--- config.mk ---
export PLATFORM = sky130hd
export DESIGN_NAME = fwd_hazard_unit
export DESIGN_NICKNAME = d
export VERILOG_FILES = /design/src/rtl/fwd_hazard_unit.sv
export SDC_FILE = /design/constraint.sdc
export NUM_CORES = 1
export LEC_CHECK = 0
export BUFFER_PORTS_ARGS = -buffer_cell sky130_fd_sc_hd__buf_2
export CORE_UTILIZATION = 43
export DETAILED_ROUTE_END_ITERATION = 12
export MAX_ROUTING_LAYER = met4
export PLACE_DENSITY = 0.75
export SYNTH_ARGS = -nofsm -noshare
export SYNTH_HDL_FRONTEND = slang
export SYNTH_SLANG_ARGS = --single-unit
--- constraint.sdc ---
create_clock -name clk -period 3.05 [get_ports clk]
set_input_delay 0.1525 -clock clk [delete_from_list [all_inputs] [get_ports clk]]
set_output_delay 0.1525 -clock clk [all_outputs]
set_load 0.05 [all_outputs]
--- src/rtl/fwd_hazard_unit.sv ---
// ============================================================================
// Module   : fwd_hazard_unit
// Brief    : Decode-stage operand bypass, load-use / mul-div scoreboard stall
//            and stall watchdog. Define FWD_STATS_EN for performance counters.
// Revision : 1.0 - initial release
// ============================================================================
`default_nettype none

module fwd_hazard_unit #(
    parameter int NUM_RD   = 2,
    parameter int NUM_STG  = 3,
    parameter int DATA_W   = 32,
    parameter int REG_AW   = 5,
    parameter int WDOG_MAX = 255
) (
    input  logic                       clk,
    input  logic                       resetn,
    input  logic [NUM_RD-1:0]          rd_en,
    input  logic [NUM_RD*REG_AW-1:0]   rd_addr,
    input  logic [NUM_RD*DATA_W-1:0]   rf_data,
    input  logic [NUM_STG-1:0]         stg_wen,
    input  logic [NUM_STG-1:0]         stg_rdy,
    input  logic [NUM_STG*REG_AW-1:0]  stg_waddr,
    input  logic [NUM_STG*DATA_W-1:0]  stg_wdata,
    input  logic                       lo_issue,
    input  logic [REG_AW-1:0]          lo_waddr,
    input  logic                       lo_done,
    input  logic [REG_AW-1:0]          lo_done_addr,
    input  logic                       sb_clear,
    output logic [NUM_RD*DATA_W-1:0]   opnd,
`ifdef FWD_STATS_EN
    output logic [31:0]                stat_stall_cyc,
    output logic [31:0]                stat_fwd_hits,
`endif
    output logic                       stall,
    output logic                       sb_err,
    output logic                       hang
);

    localparam int          c_SB_W     = 2**REG_AW;
    localparam logic [15:0] c_WDOG_MAX = 16'(WDOG_MAX);

    logic [c_SB_W-1:0] sb_q, sb_d;
    logic              sb_err_q, sb_err_d;
    logic [15:0]       wdog_q, wdog_d;
    logic              hang_q, hang_d;
    logic [NUM_RD-1:0] w_req;
`ifdef FWD_STATS_EN
    logic [NUM_RD-1:0] w_fwd;
    logic [31:0]       stall_cyc_q, stall_cyc_d;
    logic [31:0]       fwd_hits_q, fwd_hits_d;
    logic [31:0]       w_fwd_cnt;
`endif

    genvar gi;
    generate
        for (gi = 0; gi < NUM_RD; gi++) begin : g_port
            logic [REG_AW-1:0] w_addr;
            logic              w_hit;
            logic              w_rdy;
            logic [DATA_W-1:0] w_data;

            assign w_addr = rd_addr[gi*REG_AW +: REG_AW];

            // Descending scan so the youngest matching stage overrides older ones.
            always_comb begin
                w_hit  = 1'b0;
                w_rdy  = 1'b0;
                w_data = '0;
                for (int s = NUM_STG-1; s >= 0; s--) begin
                    if (stg_wen[s] && (stg_waddr[s*REG_AW +: REG_AW] == w_addr)) begin
                        w_hit  = 1'b1;
                        w_rdy  = stg_rdy[s];
                        w_data = stg_wdata[s*DATA_W +: DATA_W];
                    end
                end
            end

            always_comb begin
                opnd[gi*DATA_W +: DATA_W] = rf_data[gi*DATA_W +: DATA_W];
                w_req[gi]                 = 1'b0;
                if (w_addr == '0) begin
                    opnd[gi*DATA_W +: DATA_W] = '0;
                end else if (w_hit && w_rdy) begin
                    opnd[gi*DATA_W +: DATA_W] = w_data;
                end else if (w_hit) begin
                    w_req[gi] = rd_en[gi];
                end else begin
                    w_req[gi] = rd_en[gi] & sb_q[w_addr];
                end
            end

`ifdef FWD_STATS_EN
            assign w_fwd[gi] = rd_en[gi] && (w_addr != '0) && w_hit && w_rdy;
`endif
        end
    endgenerate

    assign stall = |w_req;

    // Issue is applied after clear/done so a same-cycle set always wins.
    always_comb begin
        sb_d     = sb_q;
        sb_err_d = sb_err_q;
        if (sb_clear) begin
            sb_d = '0;
        end else if (lo_done) begin
            sb_d[lo_done_addr] = 1'b0;
        end
        if (lo_issue && (lo_waddr != '0)) begin
            sb_d[lo_waddr] = 1'b1;
            if (sb_q[lo_waddr]) begin
                sb_err_d = 1'b1;
            end
        end
    end

    always_comb begin
        wdog_d = '0;
        if (stall) begin
            wdog_d = (wdog_q == c_WDOG_MAX) ? wdog_q : wdog_q + 16'd1;
        end
        hang_d = hang_q | (wdog_d == c_WDOG_MAX);
    end

`ifdef FWD_STATS_EN
    always_comb begin
        w_fwd_cnt = '0;
        for (int i = 0; i < NUM_RD; i++) begin
            w_fwd_cnt = w_fwd_cnt + 32'(w_fwd[i]);
        end
        stall_cyc_d = stall_cyc_q + 32'(stall);
        fwd_hits_d  = fwd_hits_q + w_fwd_cnt;
    end

    always_ff @(posedge clk) begin
        if (!resetn) begin
            stall_cyc_q <= '0;
            fwd_hits_q  <= '0;
        end else begin
            stall_cyc_q <= stall_cyc_d;
            fwd_hits_q  <= fwd_hits_d;
        end
    end

    assign stat_stall_cyc = stall_cyc_q;
    assign stat_fwd_hits  = fwd_hits_q;
`endif

    always_ff @(posedge clk) begin
        if (!resetn) begin
            sb_q     <= '0;
            sb_err_q <= 1'b0;
            wdog_q   <= '0;
            hang_q   <= 1'b0;
        end else begin
            sb_q     <= sb_d;
            sb_err_q <= sb_err_d;
            wdog_q   <= wdog_d;
            hang_q   <= hang_d;
        end
    end

    assign sb_err = sb_err_q;
    assign hang   = hang_q;

endmodule

`default_nettype wire

==> impl_metrics.tcl <==
set metrics [dict create \
    clock-sinks 50 \
    grt_pass1_wl_mm 33.6 \
    place_hpwl_mm 16.7 \
    setup_viol 0 \
    die_h_um 117 \
    dp.cells 1132 \
    ys.warnings.count 0 \
    cts_root_buffer "clkbuf_16" \
    detail-route-antenna-nets 0 \
    drive_above_1_share_pct 36.3 \
    worst_hold_startpoint "lo_issue" \
    drtPass1Iterations 6 \
    placedInstanceArea_mm2 0.00715 \
    power_leakage_nw 3.10 \
    grt.total_usage_pct 32.7 \
    seqPwrFrac_pct 32.2 \
    gr-total-overflow 0 \
    met2_usage_pct 51.3 \
    syn_nets 944 \
    ir_worst_vdd_v 0.000258 \
    syn_inst 735 \
    ys_ff_latch 50 \
    cp.arrival_ns 2.59 \
    r2r_start "wdog_q[0]" \
    place_ws_ns 0.353 \
    setup_tns_ns 0 \
    layout.nets 1176 \
    area_growth_pct 29.2 \
    ys.flop_type "dfxtp_1" \
    rr_worst_depth 8 \
    route.detailed.drc 0 \
    gr-usage-met3_pct 5.97 \
    multi_input_area_mm2 0.00435 \
    final_common_cell "buf_2" \
    grt_setup_unrepaired "false" \
    final_cell_mix "buf_2, nand2_1, a21oi_1" \
    hold_violations 0 \
    fp-row-count 41 \
    layout_setup_ws_ns 0.303 \
    switching_share_pct 39.7 \
    synth_edf_count 0 \
    path_max_fanout 32 \
    fin_worst_skew_ns 0.00558 \
    p_int_mw 1.24 \
    async_flop_share_pct 0 \
    core_mm2 0.0127 \
    p_comb_share_pct 41.3 \
    holdPathStages 3 \
    regArea_mm2 0.00100 \
    clkLatencyLatePin_ns 0.30 \
    syn_area_mm2 0.00565 \
    r2r_end "hang" \
    fmax_ghz 0.364 \
    grt_pass1_vias 6462 \
    ys_types 58 \
    outcome "finished, final reports clean" \
    cp_cell_sequence "buf_2 -> buf_4 -> xnor2_1 -> nand3_1 -> nor2_2 -> or3_1 -> a31oi_2 -> buf_4 -> o211ai_1 -> a21oi_1 -> buf_2" \
    slew_violations 0 \
    synth_seq_area_share_pct 17.7 \
    fin_crit_sh_pct 90.1 \
    stdcell_count 1144 \
    vias_per_cell 6.27 \
    via_count 7174 \
    die_area_mm2 0.0136 \
    drt-total-wl_mm 22.4 \
    grt_start_max_net_pins 34 \
    clkTransAtPathRegs_ns 0.06 \
    design_area_mm2 0.00730 \
    cp_slowest_cell "or3_1" \
    start_util_pct 44.4 \
    pin_count 275 \
    port_buffers 274 \
    h-tree-depth 2 \
    whs_endpoint "sb_err" \
    drt_iter0_drc 806 \
    routabilityCongestion 0.933 \
    r2r_slack_ns 0.33 \
    cts_tree "built" \
    crit_type "in2out" \
    hold_buffers 0 \
    critical-path-max-stage-delay_ns 0.43 \
    period_minus_slack_ns 2.75 \
    power_switching_mw 0.819 \
    antenna_found_initial 2 \
    cts_resized 0 \
    power.density_mw_per_mm2 282 \
    startpoint_type "input port" \
    clock_power_share_pct 26.5 \
    cts_buffers 5 \
    power_mw 2.06 \
    grtUsageMet1_pct 39.8 \
    drv_cap 0 \
    die_width_um 117 \
    tightest_slew_ns 0.708 \
    min_path_type "in2reg" \
    fillerInstances 1251 \
    wl_per_cell_um 19.6 \
    cp-end-kind "primary output" \
    post_cts_buffers 0 \
    clockBufferDepth 2 \
    syn_area_per_cell_um2 7.69 \
    busiest_layer "met2" \
    relSlewSlack_pct 52.6 \
    required_ns 2.90 \
]
[through the flow]
step	hold slack (ns)	util, %
6_report	0.166	57.4
5_1_grt	0.201	57.3
4_1_cts	0.171	57.3
3_5_place_dp	0.448	56.2
3_3_place_gp	0.452	56.2
2_1_floorplan	0.275	-
[final cells by class]
| cell class | instances | share of cell area (%) |
|---|---|---|
| multi-input combinational | 607 | 59.5 |
| timing repair buffer | 297 | 21.5 |
| sequential | 50 | 13.7 |
| tap | 172 | 2.95 |
| clock buffer | 6 | 1.76 |
| inverter | 6 | 0.308 |
| antenna | 5 | 0.171 |
| clock inverter | 1 | 0.103 |
[metal layers]
layer	up-vias	wire [um]	part of all wire, %
met3	79	1970	8.8
met4	0	926	4.1
met1	3338	8910	40
met2	414	10600	47
li1	3343	-	-
met5	-	0	0
[state kept, by name, summed over array words and instances (netlist names)]
register / count
sb_err: 1
sb_q: 32
wdog_q: 16
hang: 1
[how the worst max path moves through the flow]
stage | start | end | slack (ns)
final | rd_addr[5] | opnd[50] | 0.30
after global routing | rd_addr[5] | opnd[50] | 0.18
after CTS | sb_q[5] | stall | 0.34
after detailed placement | rd_addr[5] | opnd[50] | 0.35
after global placement | rd_addr[5] | opnd[50] | 0.37
after floorplan | rd_addr[5] | opnd[33] | 0.30
[kinds of logic after synthesis]
logic type               after synthesis  share of synthesized area (%)
AND/OR/NAND/NOR                      273                           24.2
AO/OA/AOI/OAI                        250                           34.1
XOR/XNOR                              46                           7.13
multiplexers                          37                           10.7
flip-flops                            50                           17.7
buffers and inverters                 78                           6.00
adder cells (fa/ha/maj)                1                          0.221
[synthesized netlist by cell type, types with 17 or more instances]
library cell  instances  area share (%)
a21oi_1              76             6.7
a221o_1              64              11
a32o_1               21             3.7
clkbuf_1             52             3.5
dfxtp_1              50              18
mux4_2               18             7.2
nand2_1             123             8.2
nand3_1              30             2.7
nor2_1               33             2.2
o211ai_1             64             8.5
xnor2_1              29             4.5
xor2_1               17             2.6
[critical path, delay by kind of cell]
| family | cells | cell delay, ns |
|---|---|---|
| buffers and inverters | 4 | 1.15 |
| AO/OA/AOI/OAI | 3 | 0.56 |
| AND/OR/NAND/NOR | 3 | 0.63 |
| XOR/XNOR | 1 | 0.09 |
[power by group through the flow]
stage	Sequential, mW	Combinational [mW]	Clock (mW)
2_1_floorplan	0.676	0.535	0
3_3_place_gp	0.678	0.835	0
3_5_place_dp	0.678	0.840	0
4_1_cts	0.663	0.842	0.548
5_1_grt	0.664	0.913	0.571
6_report	0.664	0.851	0.547
Note: power is estimated with default switching activity, not from simulation.
